File: src/rtl/clk_monitor.sv
// Health monitor for a divided clock: measures each half-period in clk cycles and tracks lock/fault.
// Build option CLK_MONITOR_SYNC_EN inserts a 2-flop synchronizer ahead of the edge detector.
module clk_monitor #(
    parameter int CW       = 16,
    parameter int EXP_HALF = 5,
    parameter int TOL      = 0,
    parameter int LOCK_CNT = 4
) (
    input  logic          clk,
    input  logic          reset,
    input  logic          clk_in,
    output logic          rise_pulse,
    output logic          fall_pulse,
    output logic [CW-1:0] half_period,
    output logic          locked,
    output logic          fault,
    output logic          err_pulse,
    output logic [7:0]    err_count,
    output logic [1:0]    state
);
    typedef enum logic [1:0] {
        IDLE  = 2'd0,
        ACQ   = 2'd1,
        LOCK  = 2'd2,
        FAULT = 2'd3
    } state_t;

    // Acceptance window in CW+1 bits so EXP_HALF+TOL never wraps.
    localparam int          LO_I   = (EXP_HALF > TOL) ? (EXP_HALF - TOL) : 0;
    localparam int          HI_I   = EXP_HALF + TOL;
    localparam logic [CW:0] LO     = LO_I[CW:0];
    localparam logic [CW:0] HI     = HI_I[CW:0];
    localparam logic [7:0]  LOCK_W = LOCK_CNT[7:0];

    logic          s_in;
    logic          s_reg;
    logic          s_d_reg;
    logic [CW-1:0] hp_cnt_reg;
    logic [CW-1:0] hp_inc;
    logic [7:0]    good_reg;
    logic [7:0]    good_next;
    logic [7:0]    good_inc;
    state_t        state_reg;
    state_t        state_next;
    logic          err_next;
    logic          edge_det;
    logic          rise_det;
    logic          fall_det;
    logic          meas_good;
    logic          timeout;

`ifdef CLK_MONITOR_SYNC_EN
    logic [1:0] sync_reg;

    always_ff @(posedge clk or posedge reset) begin
        if (reset) begin
            sync_reg <= 2'b00;
        end else begin
            sync_reg <= {sync_reg[0], clk_in};
        end
    end

    assign s_in = sync_reg[1];
`else
    assign s_in = clk_in;
`endif

    always_ff @(posedge clk or posedge reset) begin
        if (reset) begin
            s_reg   <= 1'b0;
            s_d_reg <= 1'b0;
        end else begin
            s_reg   <= s_in;
            s_d_reg <= s_reg;
        end
    end

    assign edge_det  = s_reg ^ s_d_reg;
    assign rise_det  = s_reg & ~s_d_reg;
    assign fall_det  = ~s_reg & s_d_reg;
    assign hp_inc    = (hp_cnt_reg == {CW{1'b1}}) ? hp_cnt_reg : hp_cnt_reg + 1'b1;
    assign meas_good = ({1'b0, hp_inc} >= LO) && ({1'b0, hp_inc} <= HI);
    // hp_cnt crosses HI exactly once per gap, so this fires at most once.
    assign timeout   = !edge_det && ({1'b0, hp_cnt_reg} == HI);
    assign good_inc  = good_reg + 8'd1;

    always_comb begin
        state_next = state_reg;
        good_next  = good_reg;
        err_next   = 1'b0;
        case (state_reg)
            IDLE: begin
                // First edge closes a partial period; it is not judged.
                if (edge_det) begin
                    state_next = ACQ;
                    good_next  = 8'd0;
                end
            end
            ACQ: begin
                if (edge_det) begin
                    if (meas_good) begin
                        good_next = good_inc;
                        if (good_inc >= LOCK_W) begin
                            state_next = LOCK;
                        end
                    end else begin
                        good_next = 8'd0;
                        err_next  = 1'b1;
                    end
                end else if (timeout) begin
                    good_next = 8'd0;
                    err_next  = 1'b1;
                end
            end
            LOCK: begin
                if ((edge_det && !meas_good) || timeout) begin
                    state_next = FAULT;
                    err_next   = 1'b1;
                end
            end
            FAULT: begin
                if (edge_det && meas_good) begin
                    state_next = ACQ;
                    good_next  = 8'd1;
                end else if (edge_det || timeout) begin
                    err_next = 1'b1;
                end
            end
            default: begin
                state_next = IDLE;
                good_next  = 8'd0;
            end
        endcase
    end

    always_ff @(posedge clk or posedge reset) begin
        if (reset) begin
            state_reg   <= IDLE;
            good_reg    <= 8'd0;
            hp_cnt_reg  <= '0;
            half_period <= '0;
            rise_pulse  <= 1'b0;
            fall_pulse  <= 1'b0;
            err_pulse   <= 1'b0;
            err_count   <= 8'd0;
        end else begin
            state_reg  <= state_next;
            good_reg   <= good_next;
            rise_pulse <= rise_det;
            fall_pulse <= fall_det;
            err_pulse  <= err_next;
            if (err_next && (err_count != 8'hFF)) begin
                err_count <= err_count + 8'd1;
            end
            if (edge_det) begin
                half_period <= hp_inc;
                hp_cnt_reg  <= '0;
            end else begin
                hp_cnt_reg  <= hp_inc;
            end
        end
    end

    assign state  = state_reg;
    assign locked = (state_reg == LOCK);
    assign fault  = (state_reg == FAULT);

endmodule

File: config.mk
export PLATFORM = sky130hd
export DESIGN_NAME = clk_monitor
export DESIGN_NICKNAME = d
export VERILOG_FILES = /design/src/rtl/clk_monitor.sv
export SDC_FILE = /design/constraint.sdc
export NUM_CORES = 1
export LEC_CHECK = 0
export ABC_AREA = 1
export BUFFER_PORTS_ARGS = -buffer_cell sky130_fd_sc_hd__buf_2
export CORE_MARGIN = 2
export CORE_UTILIZATION = 40
export CTS_CLUSTER_DIAMETER = 200
export DETAILED_ROUTE_END_ITERATION = 16
export PLACE_DENSITY_LB_ADDON = 0.25
export SYNTH_ARGS = -nofsm -noshare
export SYNTH_HDL_FRONTEND = slang
export SYNTH_SLANG_ARGS = --single-unit
File: constraint.sdc
create_clock -name clk -period 7 [get_ports clk]
set_clock_uncertainty 0.1 [all_clocks]
set_input_delay 0.35 -clock clk [delete_from_list [all_inputs] [get_ports clk]]
set_output_delay 0.35 -clock clk [all_outputs]
set_load 0.02 [all_outputs]
==> impl_metrics.tcl <==
set metrics [dict create \
    yosysTopAreaCellShare_pct 43.8 \
    synth_edf_count 0 \
    pwr-share-seq_pct 41.0 \
    fillers 776 \
    yosys.area.top_type "dfrtp_1" \
    slowest_stage "and3_1" \
    grt_pass1_wl_mm 11.5 \
    antenna_found_initial 0 \
    die-width_um 92.7 \
    worstPathCellList "inv_1 > ha_1 > buf_4 > inv_1 > nand3_1 > nor2_1 > nand3_1 > nor2_2 > nand2_2 > and3_1 > nand2_2 > nand2_1 > nand2_1" \
    power_density_nw_per_um2 289 \
    wl_met2_mm 3.06 \
    yosys.area_share.simple_pct 31.4 \
    grt_overflow 0 \
    async_flop_share_pct 100 \
    synthXorXnorAreaFrac_pct 5.29 \
    vias 2478 \
    finalSetupViolCount 0 \
    viasPerCell 4.72 \
    post_cts_resized 0 \
    relSlewSlack_pct 53.8 \
    combPwrFrac_pct 37.4 \
    num_io_pins 34 \
    h-tree-depth 2 \
    crit_family "simple AND/OR/NAND/NOR gates" \
    die-area_um2 8590 \
    hold_buffers 0 \
    power.total_uw 1010 \
    min_period_ps 2870 \
    synth_area_per_cell_um2 8.08 \
    layout-drive-gt1-share_pct 19.9 \
    cpPeakStageDelay_ps 400 \
    worst_pin_slew_ps 693 \
    max_freq_mhz 348 \
    first_iter_violations 160 \
    stdcell_count 525 \
    route.detailed.drc 0 \
    synth_cell_types 30 \
    synth_compound_area_share_pct 6.53 \
    post-cts-setup-buffers 0 \
    hp-class "in2reg" \
    status "completed" \
    synth.net_count 405 \
    ys_seq_area_share_pct 43.8 \
    place_congestion 0.939 \
    ys_warn_count 0 \
    synth_top_family_by_area "simple AND/OR/NAND/NOR gates" \
    grt_pass1_vias 2395 \
    antenna_cells 0 \
    crit_required_ps 7120 \
    setup_tns_ps 0 \
    detail-route-antenna-nets 0 \
    worstPathArrival_ps 2990 \
    synth-main-ff-cell "dfrtp_1" \
    drt_wl_total_mm 6.54 \
    cts_tree "built" \
    syn_to_final_growth_pct 11.6 \
    synth_common_cells "nand2_1 (87), dfrtp_1 (55), inv_1 (48), nor2_1 (38), nand3_1 (32)" \
    cts-buffers-inserted 5 \
    maxSlewViolCount 0 \
    syn_area_um2 3140 \
    period_share_pct 41.0 \
    yosysMostFrequentCell "nand2_1" \
    drv_cap 0 \
    cp_max_fo 37 \
    cts.sinks 55 \
    dpl.cell_count 517 \
    rsz0062_at_grt "false" \
    switching_share_pct 40.2 \
    peakVddDrop_uv 239 \
    setup.worst_path.start_class "flop" \
    max-clock-path-buffers 2 \
    wl_met3_um 237 \
    clkTransAtPathRegs_ps 110 \
    grt_max_degree 56 \
    grt_use_total_pct 16.7 \
    crit_path_end_kind "flop" \
    leakage_uw 0.00180 \
    synth_area_leaders "dfrtp_1 (44%), nand2_1 (10%), inv_1 (5.7%), ha_1 (5.2%), nand3_1 (5.1%)" \
    hold_viol 0 \
    crit_buf_inv 3 \
    muxShareOfSynthArea_pct 0 \
    dr.pass1.iters 5 \
    dp_slack_ps 4100 \
    synthAdderAreaFrac_pct 5.17 \
    final_nets 438 \
    hpwl_mm 4.90 \
    clock_latency_ps 320 \
    power_frac_clock_pct 21.6 \
    highest_layer "met4" \
    wl_met1_mm 3.15 \
    p_int_uw 606 \
    rows 32 \
    fin_util_pct 45.7 \
    criticalPathCategory "reg2reg" \
    chipHeight_um 92.7 \
    design.core.area_um2 7690 \
    switchingPower_uw 409 \
    clockRootBuffer "clkbuf_8" \
    initial_core_util_pct 40.9 \
    syn-instance-count 389 \
    setup_slack_ps 4130 \
    avgRoutedWirePerCell_um 12.5 \
    io_buffers 33 \
    synth_seq_cells 55 \
]
[worst register-to-register path, cell delays in order (launching register included)]
cell	delay, ps
dfrtp_1	390
inv_1	50
ha_1	270
buf_4	300
inv_1	310
nand3_1	200
nor2_1	60
nand3_1	100
nor2_2	60
nand2_2	200
and3_1	400
nand2_2	180
nand2_1	100
nand2_1	50
[per-stage QoR]
| stage | instance area [um^2] | hold slack [ps] |
|---|---|---|
| 2_1_floorplan | 3140 | 280 |
| 3_3_place_gp | 3390 | 292 |
| 3_5_place_dp | 3390 | 303 |
| 4_1_cts | 3510 | 17.7 |
| 5_1_grt | 3510 | 22.1 |
| 6_report | 3510 | 24.8 |
[placed cells by master (no fill, tap or decap), types with 3 or more instances in the layout]
cell type  count
nand4_1        8
nor2_4         4
dfrtp_1       55
ha_1          13
xor2_1        15
nor2_1        38
nand3_1       32
a21oi_1        3
buf_2         33
nand2_1       87
o21ai_0       20
nor2_2        14
xnor2_1        4
a21oi_2        7
nor4_1         3
nor3_1         7
clkbuf_8       5
inv_1         47
nand2_2       10
[layer usage]
metal | global-route usage (%) | vias up
li1 | - | 1295
met2 | 26.8 | 40
met4 | 5.51 | 0
met1 | 23.3 | 1134
met3 | 2.60 | 9
met5 | 0 | -
[power by group through the flow]
stage	Combinational [uW]	Sequential, uW	Clock (uW)
floorplan	280	445	0
CTS	384	418	225
global route	431	427	236
global placement	373	422	0
detailed placement	382	423	0
finish	379	417	219
[logic make-up after synthesis]
logic type | after synthesis
and+or+nand+nor | 209
buffers and inverters | 59
DFF | 55
AOI/OAI and AO/OA | 34
xor gates and xnor gates | 19
adders and majority gates | 13
[path summary, 6_finish.rpt]
kind	start	endpoint	slack, ps	cells past startpoint
worst max-delay path	s_reg$_DFF_PP0_	err_count[0]$_DFFE_PP0P_	4130	13
worst min-delay path	clk_in	s_reg$_DFF_PP0_	20	1
worst max register to register	s_reg$_DFF_PP0_	err_count[0]$_DFFE_PP0P_	4130	13
worst min register to register	s_reg$_DFF_PP0_	s_d_reg$_DFF_PP0_	330	0
max in group asynchronous	reset	half_period[5]$_DFFE_PP0N_	6230	3
min in group asynchronous	reset	state[1]$_DFFE_PP0P_	100	3
[area by class of cell]
| type | count | area (um^2) | share of cell area [%] |
|---|---|---|---|
| Clock buffer | 5 | 68.8 | 1.96 |
| Tap cell | 102 | 128 | 3.64 |
| Sequential cell | 55 | 1380 | 39.2 |
| Timing Repair Buffer | 35 | 180 | 5.13 |
| Inverter | 50 | 188 | 5.35 |
| Clock inverter | 3 | 46.3 | 1.32 |
| Multi-Input combinational cell | 275 | 1520 | 43.4 |
Power figures use the tool's default switching activity.
